==> src/rtl/div_unit.sv <==
// div_unit: multi-cycle RV32M divider (DIV, DIVU, REM, REMU).
// Restoring shift-subtract, one quotient bit per clock, 32 iterations.
// Ports:
//   i_clk    clock, rising edge
//   i_rst    asynchronous active-high reset
//   i_start  request, accepted only in IDLE or DONE
//   i_op     00 DIV, 01 DIVU, 10 REM, 11 REMU
//   i_a      dividend
//   i_b      divisor
//   o_busy   high while iterating
//   o_valid  one-cycle pulse, result ready
//   o_result quotient or remainder, held until the next result
module div_unit (
  input  logic        i_clk,
  input  logic        i_rst,
  input  logic        i_start,
  input  logic [1:0]  i_op,
  input  logic [31:0] i_a,
  input  logic [31:0] i_b,
  output logic        o_busy,
  output logic        o_valid,
  output logic [31:0] o_result
);

  typedef enum logic [1:0] {StIdle, StCalc, StDone} state_e;

  state_e      state_q, state_d;
  logic [4:0]  cnt_q, cnt_d;
  logic [32:0] rem_q, rem_d;
  logic [31:0] quo_q, quo_d;
  logic [31:0] dvd_q, dvd_d;
  logic [31:0] dvs_q, dvs_d;
  logic [31:0] result_q, result_d;
  logic [1:0]  op_q, op_d;
  logic        neg_quo_q, neg_quo_d;
  logic        neg_rem_q, neg_rem_d;

  // Decode of the incoming request
  logic        accept;
  logic        in_signed;
  logic        div_zero;
  logic        overflow;
  logic [31:0] a_mag;
  logic [31:0] b_mag;

  assign accept    = i_start && (state_q != StCalc);
  assign in_signed = ~i_op[0];
  assign div_zero  = (i_b == 32'd0);
  assign overflow  = in_signed && (i_a == 32'h8000_0000) && (i_b == 32'hFFFF_FFFF);
  // 0x80000000 negates to itself, which is the correct unsigned magnitude
  assign a_mag     = (in_signed && i_a[31]) ? (32'd0 - i_a) : i_a;
  assign b_mag     = (in_signed && i_b[31]) ? (32'd0 - i_b) : i_b;

  // One restoring iteration
  logic [32:0] rem_shift;
  logic        rem_ge;
  logic [32:0] rem_next;
  logic [31:0] quo_next;
  logic [31:0] quo_fix;
  logic [31:0] rem_fix;

  assign rem_shift = {rem_q[31:0], dvd_q[cnt_q]};
  assign rem_ge    = (rem_shift >= {1'b0, dvs_q});
  assign rem_next  = rem_ge ? (rem_shift - {1'b0, dvs_q}) : rem_shift;
  assign quo_next  = {quo_q[30:0], rem_ge};
  assign quo_fix   = neg_quo_q ? (32'd0 - quo_next) : quo_next;
  assign rem_fix   = neg_rem_q ? (32'd0 - rem_next[31:0]) : rem_next[31:0];

  // State register
  always_ff @(posedge i_clk or posedge i_rst) begin
    if (i_rst) begin
      state_q <= StIdle;
    end else begin
      state_q <= state_d;
    end
  end

  // Next-state logic
  always_comb begin
    state_d = state_q;
    unique case (state_q)
      StIdle, StDone: begin
        if (accept) begin
          state_d = (div_zero || overflow) ? StDone : StCalc;
        end else begin
          state_d = StIdle;
        end
      end
      StCalc: begin
        if (cnt_q == 5'd0) state_d = StDone;
      end
      default: state_d = StIdle;
    endcase
  end

  // Outputs
  always_comb begin
    o_busy   = (state_q == StCalc);
    o_valid  = (state_q == StDone);
    o_result = result_q;
  end

  // Datapath next-state
  always_comb begin
    cnt_d     = cnt_q;
    rem_d     = rem_q;
    quo_d     = quo_q;
    dvd_d     = dvd_q;
    dvs_d     = dvs_q;
    result_d  = result_q;
    op_d      = op_q;
    neg_quo_d = neg_quo_q;
    neg_rem_d = neg_rem_q;
    if (accept) begin
      if (div_zero) begin
        result_d = i_op[1] ? i_a : 32'hFFFF_FFFF;
      end else if (overflow) begin
        result_d = i_op[1] ? 32'd0 : 32'h8000_0000;
      end else begin
        op_d      = i_op;
        neg_quo_d = in_signed && (i_a[31] ^ i_b[31]);
        neg_rem_d = in_signed && i_a[31];
        dvd_d     = a_mag;
        dvs_d     = b_mag;
        rem_d     = 33'd0;
        quo_d     = 32'd0;
        cnt_d     = 5'd31;
      end
    end else if (state_q == StCalc) begin
      rem_d = rem_next;
      quo_d = quo_next;
      if (cnt_q == 5'd0) begin
        result_d = op_q[1] ? rem_fix : quo_fix;
      end else begin
        cnt_d = cnt_q - 5'd1;
      end
    end
  end

  always_ff @(posedge i_clk or posedge i_rst) begin
    if (i_rst) begin
      cnt_q     <= 5'd0;
      rem_q     <= 33'd0;
      quo_q     <= 32'd0;
      dvd_q     <= 32'd0;
      dvs_q     <= 32'd0;
      result_q  <= 32'd0;
      op_q      <= 2'd0;
      neg_quo_q <= 1'b0;
      neg_rem_q <= 1'b0;
    end else begin
      cnt_q     <= cnt_d;
      rem_q     <= rem_d;
      quo_q     <= quo_d;
      dvd_q     <= dvd_d;
      dvs_q     <= dvs_d;
      result_q  <= result_d;
      op_q      <= op_d;
      neg_quo_q <= neg_quo_d;
      neg_rem_q <= neg_rem_d;
    end
  end

endmodule

==> config.mk <==
export PLATFORM = sky130hd
export DESIGN_NAME = div_unit
export DESIGN_NICKNAME = d
export VERILOG_FILES = /design/src/rtl/div_unit.sv
export SDC_FILE = /design/constraint.sdc
export NUM_CORES = 1
export LEC_CHECK = 0
export CELL_PAD_IN_SITES_DETAIL_PLACEMENT = 1
export CELL_PAD_IN_SITES_GLOBAL_PLACEMENT = 2
export CORE_ASPECT_RATIO = 1.75
export CORE_UTILIZATION = 43
export CTS_CLUSTER_SIZE = 25
export DETAILED_ROUTE_END_ITERATION = 8
export DONT_BUFFER_PORTS = 1
export GPL_TIMING_DRIVEN = 0
export PLACE_DENSITY_LB_ADDON = 0.1
export SLEW_MARGIN = 20
export SYNTH_ARGS = -nofsm -noshare
export SYNTH_HDL_FRONTEND = slang
export SYNTH_SLANG_ARGS = --single-unit
==> constraint.sdc <==
create_clock -name i_clk -period 18.8 [get_ports i_clk]
set_clock_uncertainty 0.1 [all_clocks]
set_input_delay 4.7 -clock i_clk [delete_from_list [all_inputs] [get_ports i_clk]]
set_output_delay 4.7 -clock i_clk [all_outputs]
set_load 0.03 [all_outputs]
# ---- Word-level counts from Yosys, hierarchy flattened
# Cells that the tools add are included.
# W data, S select, Z words.
dict set report totals {
  ff_bits 170
  output_inout_bits 34
  elab_cells 81
}
dict set report op_classes {
  n_addsub 6
  n_lt_le_gt_ge 2
  n_eq_ne 10
  muxes 32
  bitwise 4
  n_reduce_logical 17
}
# cell count
set op_table {}
lappend op_table {{$mux W32} 17}
lappend op_table {{$sub A1 B32 Y32 const A} 4}
lappend op_table {{$mux W31} 4}
lappend op_table {{$eq A32 B32 Y1 const B} 2}
lappend op_table {{$ge A33 B32 Y1} 1}
lappend op_table {{$logic_not A32 Y1} 1}
lappend op_table {{$sub A32 B32 Y32} 1}
lappend op_table {{$mux W5} 5}
lappend op_table {{$reduce_and A3 Y1} 3}
lappend op_table {{$logic_and A1 B1 Y1} 6}
lappend op_table {{$lt A5 B6 Y1 const B} 1}
lappend op_table {{$mux W2} 3}
lappend op_table {{$ne A2 B2 Y1 const B} 3}
lappend op_table {{$bmux W1 S5} 1}
lappend op_table {{$logic_not A5 Y1} 1}
lappend op_table {{$sub A5 B1 Y5 const B} 1}
lappend op_table {{$ne A2 B1 Y1 const B} 2}
lappend op_table {{$pmux W2 S2} 1}
lappend op_table {{$reduce_and A4 Y1} 1}
lappend op_table {{$reduce_bool A2 Y1} 2}
lappend op_table {{$ne A3 B1 Y1 const B} 1}
lappend op_table {{$not A1 Y1} 3}
lappend op_table {{$eq A2 B1 Y1 const B} 1}
lappend op_table {{$eq A2 B2 Y1 const B} 1}
lappend op_table {{5 further kinds} 5}

# ---- Depth between registers and ports, before layout
# Gate-level depths: netlist of run 1.
dict set report depth {
  depth_word 10
  mapped_depth 25
  depth_no_buf 23
}

# ---- Least setup slack after synthesis of run 1
# No wires, ideal clock.
dict set report synth_path {
  kind {input-to-reg}
  start {input port i_b[21]}
  end {register dvs_q[10]}
  t_arrival_ns 7.236
  path_slack_ns 11.331
  cell_stages 10
  n_path_buf 3
  path_cell_list {or3_1 or3_1 or3_1 nor4_2 nor3b_2 or3_1 clkbuf_1 buf_2 buf_1 a21oi_1}
}
dict set report synth_via {
  elab_chain_cells 4
}
# element line
set synth_lines {}
lappend synth_lines {{from (decl)} 19} ;# input logic [31:0] i_b,
lappend synth_lines {{$eq A32 B32 Y1} 49} ;# assign overflow = in_signed && (i_a == 32'h8000_0000) && (i_b == 32'hFFFF_FFFF);
lappend synth_lines {{$logic_and A1 B1 Y1} 49}
lappend synth_lines {{$not A1 Y1 (no source line)} n/a}
lappend synth_lines {{$reduce_and A3 Y1 (no source line) (*)} n/a}
lappend synth_lines {{to (signal assigned)} 156} ;# dvs_q <= dvs_d;
lappend synth_lines {{to (decl)} 32} ;# logic [31:0] dvs_q, dvs_d;
# Every way passes the cells marked *; elsewhere a longest branch is shown, timed or not.
# A chain may end at the register's enable or synchronous reset.

# ---- Final worst setup path of run 1
dict set report layout_path {
  start {input port i_b[0]}
  end {register rem_q[27]}
}
dict set report layout_via {
  elab_chain_cells 4
}
# element line
set layout_lines {}
lappend layout_lines {{$eq A32 B32 Y1} 49}
lappend layout_lines {{$logic_and A1 B1 Y1} 49}
lappend layout_lines {{$ne A2 B2 Y1 (no source line)} n/a}
lappend layout_lines {{$reduce_and A3 Y1 (no source line) (*)} n/a}
lappend layout_lines {{to (signal assigned)} 153} ;# rem_q <= rem_d;
lappend layout_lines {{to (decl)} 29} ;# logic [32:0] rem_q, rem_d;
# Marked as above.

==> results of run 1 <==
worst max-delay path, cell delays in order:
cell and delay (ps):
inv_1 90, ha_1 180, or3b_1 380, nor3_1 280
nand2_1 230, nand4bb_1 380, nor3b_2 830, nor2_1 240
a21oi_1 920, buf_2 440, nand2_1 80, o21ai_0 80
per-stage QoR:
stage               util (%)  area (sq um)  hold WS (ps)
floorplan                  -         12900           350
global placement        45.6         13400           372
detailed placement      45.7         13400           381
CTS                     47.6         14000           398
global route            47.6         14000           429
finish                  47.6         14000           393
synth_stat cells (13+ instances only):
cell type	n	share of area [%]
ha_1	39	3.8
xnor2_1	70	4.7
nand4_1	23	1.1
nand3_1	25	0.97
a22o_1	40	2.7
xor2_1	71	4.8
clkbuf_1	61	1.8
nor3_1	40	1.6
a31oi_1	17	0.82
or3_1	20	0.97
o31ai_1	31	1.8
a211oi_1	13	0.76
a21oi_1	160	6.2
mux2i_1	36	2.8
inv_1	57	1.7
o211ai_1	13	0.76
nand2_1	154	4.5
dfrtp_1	169	33
buf_2	26	1.0
nor2_1	165	4.8
nand2b_1	17	0.82
o21ai_0	122	4.7
final cells by class:
class	instances	area (sq um)
Multi-Input combinational cell	1260	8060
Inverter	61	239
Buffer	91	393
Clock buffer	20	467
Sequential cell	169	4230
Fill cell	3612	15400
Timing Repair Buffer	1	27.5
Tap cell	382	478
Clock inverter	10	95.1
metal layers:
metal | GRT usage [%] | up-vias | routed length, microns
met5 | 0 | - | 0
met4 | 23.3 | 0 | 3770
met3 | 5.99 | 133 | 1810
met2 | 64.6 | 302 | 27400
met1 | 31.8 | 6100 | 17400
li1 | - | 5763 | -
logic make-up (layout without fill, tap and decap cells):
group,Yosys count,in the layout,share of synthesized area (%)
compound gates,510,510,25.7
xor+xnor,141,141,9.56
fa+ha+maj,40,40,3.93
buf+inv,152,183,4.83
flops,169,169,32.7
mux,43,43,3.40
simple gates,526,526,19.8
power by group through the flow:
stage / Combinational (mW) / Clock [mW] / Sequential [mW]
3_5_place_dp: 1.97 / 0 / 0.750
4_1_cts: 1.98 / 0.358 / 0.744
5_1_grt: 2.18 / 0.369 / 0.765
3_3_place_gp: 1.93 / 0 / 0.744
6_report: 1.99 / 0.353 / 0.747
2_1_floorplan: 1.43 / 0 / 0.684
final timing paths:
check | from | end | slack (ps)
min in group asynchronous | i_rst | o_result[10]$_DFFE_PP0P_ | 4050
hold / removal | dvd_q[31]$_DFFE_PP0P_ | dvd_q[31]$_DFFE_PP0P_ | 390
hold reg to reg | dvd_q[31]$_DFFE_PP0P_ | dvd_q[31]$_DFFE_PP0P_ | 390
max in group asynchronous | i_rst | rem_q[23]$_DFFE_PP0P_ | 13610
setup reg to reg | cnt_q[0]$_DFFE_PP0P_ | o_result[26]$_DFFE_PP0P_ | 10770
setup / recovery | i_b[0] | rem_q[27]$_DFFE_PP0P_ | 10210
state kept, by name, indices dropped and copies added (netlist names), 2 cells and up:
register	flops
state_q	2
cnt_q	5
dvd_q	32
quo_q	31
dvs_q	32
o_result	32
rem_q	32
==> results by group, run 1 <==
Logic synthesis
  • Synthesized netlist cell count: roughly 1600
  • Seq/Total Area, Yosys: between 30% and 40%
  • Synth Flop Type: dfrtp_1
  • Syn_area_per_cell: between 8 and 9 sq um
  • Synth warn: 0
  • Flops & latches, synth: 169
  • Syn_nets: 1690
  • Synth cell types: 90
  • Number of flops mapped to enable cells by yosys: 0
  • Asr flop ratio synth: 100%
  • Synth Cell Area: 0.0129 sq mm

Power and ir drop
  • Pint: 1.42 mW
  • Comb power frac: between 60% and 70%
  • Sw Share: a little over half
  • Pwr per Cell Area: 221 mW/mm^2
  • Clock power frac: between 10 and 15%
  • Leak pwr: between 5 and 6 nW
  • Net switching power: ~1.7 mW
  • Final Power: just over 3 mW
  • Reg power frac: around 24%
  • Worst vdd ir: a little under 0.09 mV

Floorplanning
  • Chip height: around 230 microns
  • Row Count: just over 80
  • I/O pins: slightly above 100
  • Chip Width: 133 microns
  • Initial core utilization: 43.9%
  • Core area: between 0.02 and 0.03 sq mm
  • Die area: 0.0308 sq mm

Clock tree
  • CTS buffer count: 17
  • CTS max path bufs: 2
  • Clock tree from TritonCTS: yes
  • Clock Latency Late Sink: 460 ps
  • Root Buffer: clkbuf_16
  • H-tree Lvls: 4
  • Cts hold-fix bufs: 0
  • Postcts setup bufs: 0
  • Num Clock Sinks: between 150 and 200
  • Post-cts resize count: 0
  • Reg clk slew, reported paths: approximately 70 ps

Timing
  • Crit share post-route: a little under half
  • Slew Limit Fails: 0
  • Slew @ Worst Pin: 1180 ps
  • Final setup fails: 0
  • Fmax: about 0.12 GHz
  • Unrepaired setup endpoints after global routing: false
  • Fin Setup TNS: 0 ps
  • Endpoints failing hold: 0
  • Fin crit period: about 8600 ps
  • Setup ws final: 10210 ps
  • Rel. slew slack: a little over a fifth

Critical path
  • Worst setup SP type: input pin
  • CP required: roughly 19000 ps
  • Type of destination of the critical path: flop
  • Crit path DAT: 8860 ps
  • Crit path kind: input pin to flop
  • Worst-path maximum fanout: 10
  • Worst R2R Path Depth: 25

Cells and area
  • # diodes: 0
  • NumNets Final: approximately 1700
  • Fin cells: 1994
  • Syn-to-layout area delta: 8.32%
  • Share of cells above drive strength 1: about 6%
  • Commonest non-fill, non-tap cells in the layout: 169 x dfrtp_1, 165 x nor2_1, 160 x a21oi_1, 154 x nand2_1, 122 x o21ai_0
  • Commonest non-fill, non-tap cell in the layout: dfrtp_1

Detailed routing
  • DR vias: ~12000
  • Iter 0 DRT Violations: approximately 540
  • Drt total wl: about 50 mm
  • First-pass iteration count of the detailed router: 5
  • Antenna Nets Post-Route: 0
  • Drt wl/cell: ~25 microns
  • # DRC: 0
  • Via density: between 6 and 7

Global route
  • GRT Overall Usage: 33.6%
  • Vias in the first global route: roughly 13000
  • Total congestion overflow: 0
  • First-pass GRT wire length: around 77 mm
  • Antenna violations before repair: 0
  • Largest net degree at the start of global routing: between 90 and 100

Run status
  • Status: finished clean

Place
  • GP Congestion: about 0.9
  • Post-detail-place hpwl: between 40 and 50 mm
  • Placed Cells incl. Taps: between 1500 and 2000
  • PortBufs: 0
  • Setup WS pre-CTS: slightly below 10000 ps

Flow run
  • Max cap viols: 0

Worst hold path
  • Worst Hold Depth: 2
  • Min-Delay Path Class: flop to flop
(Power assumes the default switching activity.)
==> run 2: changes to the inputs <==
CORE_UTILIZATION = 39   (was 43)
clock period = 8.85 ns   (was 18.8 ns; I/O delays follow)
==> run 2 against run 1 <==
Design area is 0.57% higher. Combinational power is 110% higher. Non-clock buffer count grew 1. Die area grew 10%. Sequential share of layout area down 0.17 points.
==> results by group, run 2 (synthesis results as in run 1) <==
Global route
  • GRT Overall Usage: 31.1% (-2.6 points)
  • Largest net degree at the start of global routing: 65 (-29%)
  • Total congestion overflow: 0 (unchanged)
  • Antenna violations before repair: 0 (unchanged)
  • Vias in the first global route: 12800 (-2.3%)
  • First-pass GRT wire length: 78.2 mm (+1.7%)

Clock tree
  • Post-cts resize count: 0 (unchanged)
  • Clock Latency Late Sink: 450 ps (about the same)
  • Reg clk slew, reported paths: 70 ps (about the same)
  • Clock tree from TritonCTS: yes
  • CTS buffer count: 17 (unchanged)
  • Postcts setup bufs: 0 (unchanged)
  • H-tree Lvls: 4 (unchanged)
  • CTS max path bufs: 2 (unchanged)
  • Num Clock Sinks: 169 (unchanged)
  • Root Buffer: clkbuf_16
  • Cts hold-fix bufs: 0 (unchanged)

Timing
  • Hold slack: 393 ps (+0.321 ps)
  • Final setup fails: 0 (unchanged)
  • Slew Limit Fails: 0 (unchanged)
  • Slew @ Worst Pin: 1080 ps (-103 ps)
  • Rel. slew slack: 28.1% (+6.9 points)
  • Endpoints failing hold: 0 (unchanged)
  • Fin Setup TNS: 0 ps (unchanged)
  • Fin crit period: 8040 ps
  • Crit share post-route: around nine tenths
  • Unrepaired setup endpoints after global routing: false
  • Fmax: 0.124 GHz

Power and ir drop
  • Worst vdd ir: 0.178 mV (+100%)
  • Clock power frac: 11.8% (+0.3 points)
  • Sw Share: 53.8% (-0.084 points)
  • Leak pwr: 5.77 nW (+0.30%)
  • Net switching power: 3.56 mW (+110%)
  • Pwr per Cell Area: 470 mW/mm^2 (+110%)
  • Reg power frac: 24.0% (-0.2 points)
  • Comb power frac: 64.2% (about the same)
  • Pint: 3.06 mW (+110%)

Detailed routing
  • Via density: 6.04 (-2.1%)
  • DR vias: 12200 (-1.1%)
  • First-pass iteration count of the detailed router: 4 (-1)
  • # DRC: 0 (unchanged)
  • Iter 0 DRT Violations: 419 (-22%)
  • Drt wl/cell: 25.6 microns (+1.3%)
  • Antenna Nets Post-Route: 0 (unchanged)
  • Drt total wl: 51.6 mm (+2.4%)

Cells and area
  • Fill count: 3980 (+10%)
  • NumNets Final: 1711 (+0.058%)
  • Fin cells: 2014 (+1.0%)
  • Commonest non-fill, non-tap cells in the layout: 169 x dfrtp_1, 165 x nor2_1, 160 x a21oi_1, 154 x nand2_1, 122 x o21ai_0
  • Final Cell Area: 0.0141 sq mm (+0.57%)
  • Share of cells above drive strength 1: 5.95% (+0.055 points)
  • # diodes: 0 (unchanged)
  • Syn-to-layout area delta: 8.94%
  • Commonest non-fill, non-tap cell in the layout: dfrtp_1
  • Util after Layout: 43.4% (-4.2 points)

Floorplanning
  • Chip Width: 140 microns (+4.9%)
  • I/O pins: 103 (unchanged)
  • Die area: 0.0339 sq mm (+10%)
  • Row Count: 87 (+4.8%)
  • Core area: 0.0324 sq mm (+10%)
  • Initial core utilization: 39.8% (-4.1 points)
  • Chip height: 243 microns (+5.0%)

Critical path
  • CP required: 9070 ps (-10000 ps)
  • Crit path kind: flop to flop
  • Crit path DAT: 8260 ps (-600 ps)
  • Type of destination of the critical path: flop
  • Worst setup SP type: flop
  • Worst-path maximum fanout: 10 (unchanged)

Run status
  • Status: finished clean

Place
  • GP Congestion: 0.916 (+2.4%)
  • Placed cell areas: 0.0135 sq mm (+0.37%)
  • Placed Cells incl. Taps: 1983 (+0.97%)
  • PortBufs: 0 (unchanged)
  • Post-detail-place hpwl: 42.6 mm (+3.7%)

Worst hold path
  • Min-Delay Path Class: flop to flop

Flow run
  • Max cap viols: 0 (unchanged)
==> run 2: power groups by stage <==
stage          clock (mW)  sequential, mW  combinational (mW)
3_3_place_gp            0            1.58                4.14
4_1_cts             0.794            1.58                4.25
3_5_place_dp            0            1.60                4.23
6_report            0.779            1.59                4.25
5_1_grt             0.824            1.63                4.67
2_1_floorplan           0            1.45                3.04
==> run 2: routing by layer <==
layer	global-route usage, %	vias up	part of all wire [%]
met5	0	-	0
met4	20.7	0	6.9
met3	4.64	113	3.2
met2	61.4	269	56
met1	28.9	6014	34
li1	-	5763	-
==> run 2: final timing paths <==
check | from | endpoint | slack (ps) | cells past startpoint
max in group asynchronous | i_rst | rem_q[21]$_DFFE_PP0P_ | 6150 | 3
worst min register to register | dvd_q[31]$_DFFE_PP0P_ | dvd_q[31]$_DFFE_PP0P_ | 390 | 2
worst max-delay path | cnt_q[0]$_DFFE_PP0P_ | o_result[28]$_DFFE_PP0P_ | 810 | 24
worst max register to register | cnt_q[0]$_DFFE_PP0P_ | o_result[28]$_DFFE_PP0P_ | 810 | 24
worst min-delay path | dvd_q[31]$_DFFE_PP0P_ | dvd_q[31]$_DFFE_PP0P_ | 390 | 2
min in group asynchronous | i_rst | o_result[7]$_DFFE_PP0P_ | 1500 | 1
==> run 2: per-stage QoR <==
step	worst slack, ps	power (mW)
final	813	6.62
after global routing	584	7.12
after CTS	773	6.63
after detailed placement	789	5.82
after global placement	-295	5.72
after floorplan	1960	4.50
==> run 2: cell type report <==
type / count / area [sq um] / share of cell area (%)
Multi-Input combinational cell: 1260 / 8060 / 57.3
Tap cell: 400 / 500 / 3.56
Clock inverter: 9 / 116 / 0.827
Clock buffer: 22 / 474 / 3.37
Inverter: 61 / 239 / 1.70
Buffer: 91 / 394 / 2.80
Timing Repair Buffer: 2 / 55.1 / 0.391
Sequential cell: 169 / 4230 / 30.1
==> run 2: critical path, cell delays in order (launching register included) <==
cell,delay [ps]
dfrtp_1,340
clkbuf_1,680
mux2i_1,500
a22oi_1,120
nand3_1,130
and4_1,410
ha_1,370
nand4_1,120
nor4_1,100
and4_1,270
a211oi_4,440
nand2_4,160
inv_4,150
clkbuf_1,610
clkbuf_1,660
ha_1,290
nand2_1,90
or4_1,530
or3_1,450
or2_2,360
nand2b_1,210
o31ai_1,260
xnor2_1,100
a221oi_1,280
a32oi_1,150
==> run 3: changes to the inputs <==
CORE_UTILIZATION = 40   (was 39)
CTS_BUF_LIST = sky130_fd_sc_hd__clkbuf_8   (was default)
==> run 3 against run 2 <==
Maximum frequency is 1.8% lower. Die area fell by 2.5%. Sequential power about the same. Non-clock buffer count is 1 lower. Clock-buffer cell count fell by 3. Core utilization grew 0.37 points. Critical path type unchanged. Flip-flop and latch count unchanged. Largest cell class unchanged.
==> results by group, run 3 (synthesis results as in run 1) <==
Detailed routing
  • Iter 0 DRT Violations: 428 (+2.1%)
  • Drt total wl: 51.0 mm (-1.3%)
  • Via density: 6.01 (-0.48%)
  • Drt wl/cell: 25.3 microns (-1.1%)
  • DR vias: 12100 (-0.67%)
  • # DRC: 0 (unchanged)
  • First-pass iteration count of the detailed router: 5 (+1)
  • Antenna Nets Post-Route: 0 (unchanged)

Power and ir drop
  • Pwr per Cell Area: 464 mW/mm^2 (-1.3%)
  • Worst vdd ir: 0.158 mV (-11%)
  • Leak pwr: 5.69 nW (-1.5%)

Floorplanning
  • I/O pins: 103 (unchanged)
  • Die area: 0.0330 sq mm (-2.5%)
  • Row Count: 86 (-1.1%)
  • Core area: 0.0316 sq mm (-2.5%)
  • Chip height: 240 microns (-1.2%)
  • Chip Width: 138 microns (-1.2%)
  • Initial core utilization: 40.8% (+1.0 points)

Cells and area
  • Final Cell Area: 0.0138 sq mm (-1.6%)
  • Syn-to-layout area delta: 7.16%
  • Share of cells above drive strength 1: 5.95% (unchanged)
  • Util after Layout: 43.7% (+0.37 points)
  • # diodes: 0 (unchanged)
  • Commonest non-fill, non-tap cell in the layout: dfrtp_1
  • Fin cells: 2010 (-0.20%)
  • NumNets Final: 1710 (-0.058%)
  • Commonest non-fill, non-tap cells in the layout: 169 x dfrtp_1, 165 x nor2_1, 160 x a21oi_1, 154 x nand2_1, 122 x o21ai_0

Flow run
  • Max cap viols: 0 (unchanged)

Critical path
  • Worst setup SP type: flop
  • Crit path kind: flop to flop
  • Type of destination of the critical path: flop
  • Crit path DAT: 8540 ps (+280 ps)
  • Worst-path maximum fanout: 10 (unchanged)
  • CP required: 9210 ps (+140 ps)

Clock tree
  • Root Buffer: clkbuf_8
  • Cts hold-fix bufs: 0 (unchanged)
  • Post-cts resize count: 0 (unchanged)
  • Reg clk slew, reported paths: 110 ps (+40 ps)
  • Clock tree from TritonCTS: yes
  • CTS max path bufs: 2 (unchanged)
  • Clock Latency Late Sink: 530 ps (+80 ps)
  • H-tree Lvls: 4 (unchanged)
  • Postcts setup bufs: 0 (unchanged)
  • CTS buffer count: 17 (unchanged)
  • Num Clock Sinks: 169 (unchanged)

Place
  • Placed cell areas: 0.0134 sq mm (-0.24%)
  • PortBufs: 0 (unchanged)
  • GP Congestion: 0.910 (-0.59%)
  • Placed Cells incl. Taps: 1978 (-0.25%)
  • Post-detail-place hpwl: 42.0 mm (-1.5%)

Timing
  • Endpoints failing hold: 0 (unchanged)
  • Slew @ Worst Pin: 1150 ps (+77.1 ps)
  • Fin crit period: 8180 ps (+145 ps)
  • Final setup fails: 0 (unchanged)
  • Fmax: 0.122 GHz (-1.8%)
  • Unrepaired setup endpoints after global routing: false
  • Rel. slew slack: 23.0% (-5.1 points)
  • Crit share post-route: 92.5% (+1.6 points)
  • Slew Limit Fails: 0 (unchanged)

Run status
  • Status: finished clean

Global route
  • Vias in the first global route: 12800 (+0.40%)
  • Total congestion overflow: 0 (unchanged)
  • Largest net degree at the start of global routing: 96 (+48%)
  • GRT Overall Usage: 31.8% (+0.71 points)
  • First-pass GRT wire length: 76.1 mm (-2.6%)
  • Antenna violations before repair: 0 (unchanged)

Worst hold path
  • Min-Delay Path Class: flop to flop
run 3: cell count changes in the layout (fill, tap and decap cells not counted):
cell	delta
clkinv_4	-1
clkinvlp_4	-3
clkbuf_1	-1
clkbuf_8	+16
clkinv_2	+1
inv_1	+1
clkbuf_16	-17
inv_8	+3
buf_16	-1
clkbuf_2	-1
bufinv_16	-1
inv_6	+4
run 3: critical path, stage by stage (launching register included):
cell and delay [ps]:
dfrtp_1 360, clkbuf_1 690, mux2i_1 660, a21oi_1 150, nand3_1 100, and4_1 420
ha_1 300, nor2b_2 80, o2111ai_2 340, a2111oi_4 160, o31ai_4 440, nand2_4 150
inv_4 160, clkbuf_1 540, clkbuf_1 680, ha_1 290, nand2_1 80, or4_1 520
or3_1 440, or2_2 360, o21ai_0 230, xnor2_1 170, o221ai_1 150, o21ai_0 120
o21ai_0 200, a21oi_1 200
run 3: layout make-up:
cell class                      instances  area (sq um)
Buffer                                 91           393
Clock buffer                           19           262
Clock inverter                         13           133
Fill cell                            3928         17800
Inverter                               61           239
Multi-Input combinational cell       1260          8060
Sequential cell                       169          4230
Tap cell                              396           495
Timing Repair Buffer                    1          27.5
run 3: power breakdown:
part           switching (mW)  total, mW  internal, mW
registers               0.457       1.58          1.12
clock network           0.346      0.593         0.246
logic                    2.76       4.25          1.50
total                    3.56       6.42          2.86
run 3: path summary, 6_finish.rpt:
path                                        from                       end  slack [ps]  cells after the start
max reg2reg                 cnt_q[0]$_DFFE_PP0P_  o_result[20]$_DFFE_PP0P_         670                     25
min                        dvd_q[31]$_DFFE_PP0P_     dvd_q[31]$_DFFE_PP0P_         420                      2
min reg2reg                dvd_q[31]$_DFFE_PP0P_     dvd_q[31]$_DFFE_PP0P_         420                      2
min in group asynchronous                  i_rst      dvd_q[8]$_DFFE_PP0P_        1460                      1
max in group asynchronous                  i_rst     dvs_q[24]$_DFFE_PP0P_        6250                      2
max                         cnt_q[0]$_DFFE_PP0P_  o_result[20]$_DFFE_PP0P_         670                     25
run 3: metrics by stage:
| step | setup TNS [ps] | total power [mW] | hold WS [ps] | worst slack [ps] |
|---|---|---|---|---|
| 6_report | 0 | 6.42 | 417 | 668 |
| 4_1_cts | 0 | 6.42 | 422 | 826 |
| 3_3_place_gp | -38240 | 5.72 | 385 | -251 |
| 5_1_grt | 0 | 6.92 | 436 | 346 |
| 2_1_floorplan | 0 | 4.50 | 350 | 1960 |
| 3_5_place_dp | 0 | 5.82 | 393 | 861 |
run 3: routing by layer:
layer / vias to the layer above / track usage, % / share of wire [%]
li1: 5767 / - / -
met1: 5891 / 30.3 / 34
met2: 272 / 59.8 / 54
met3: 147 / 4.93 / 3.7
met4: 0 / 23.6 / 7.9
met5: - / 0 / 0
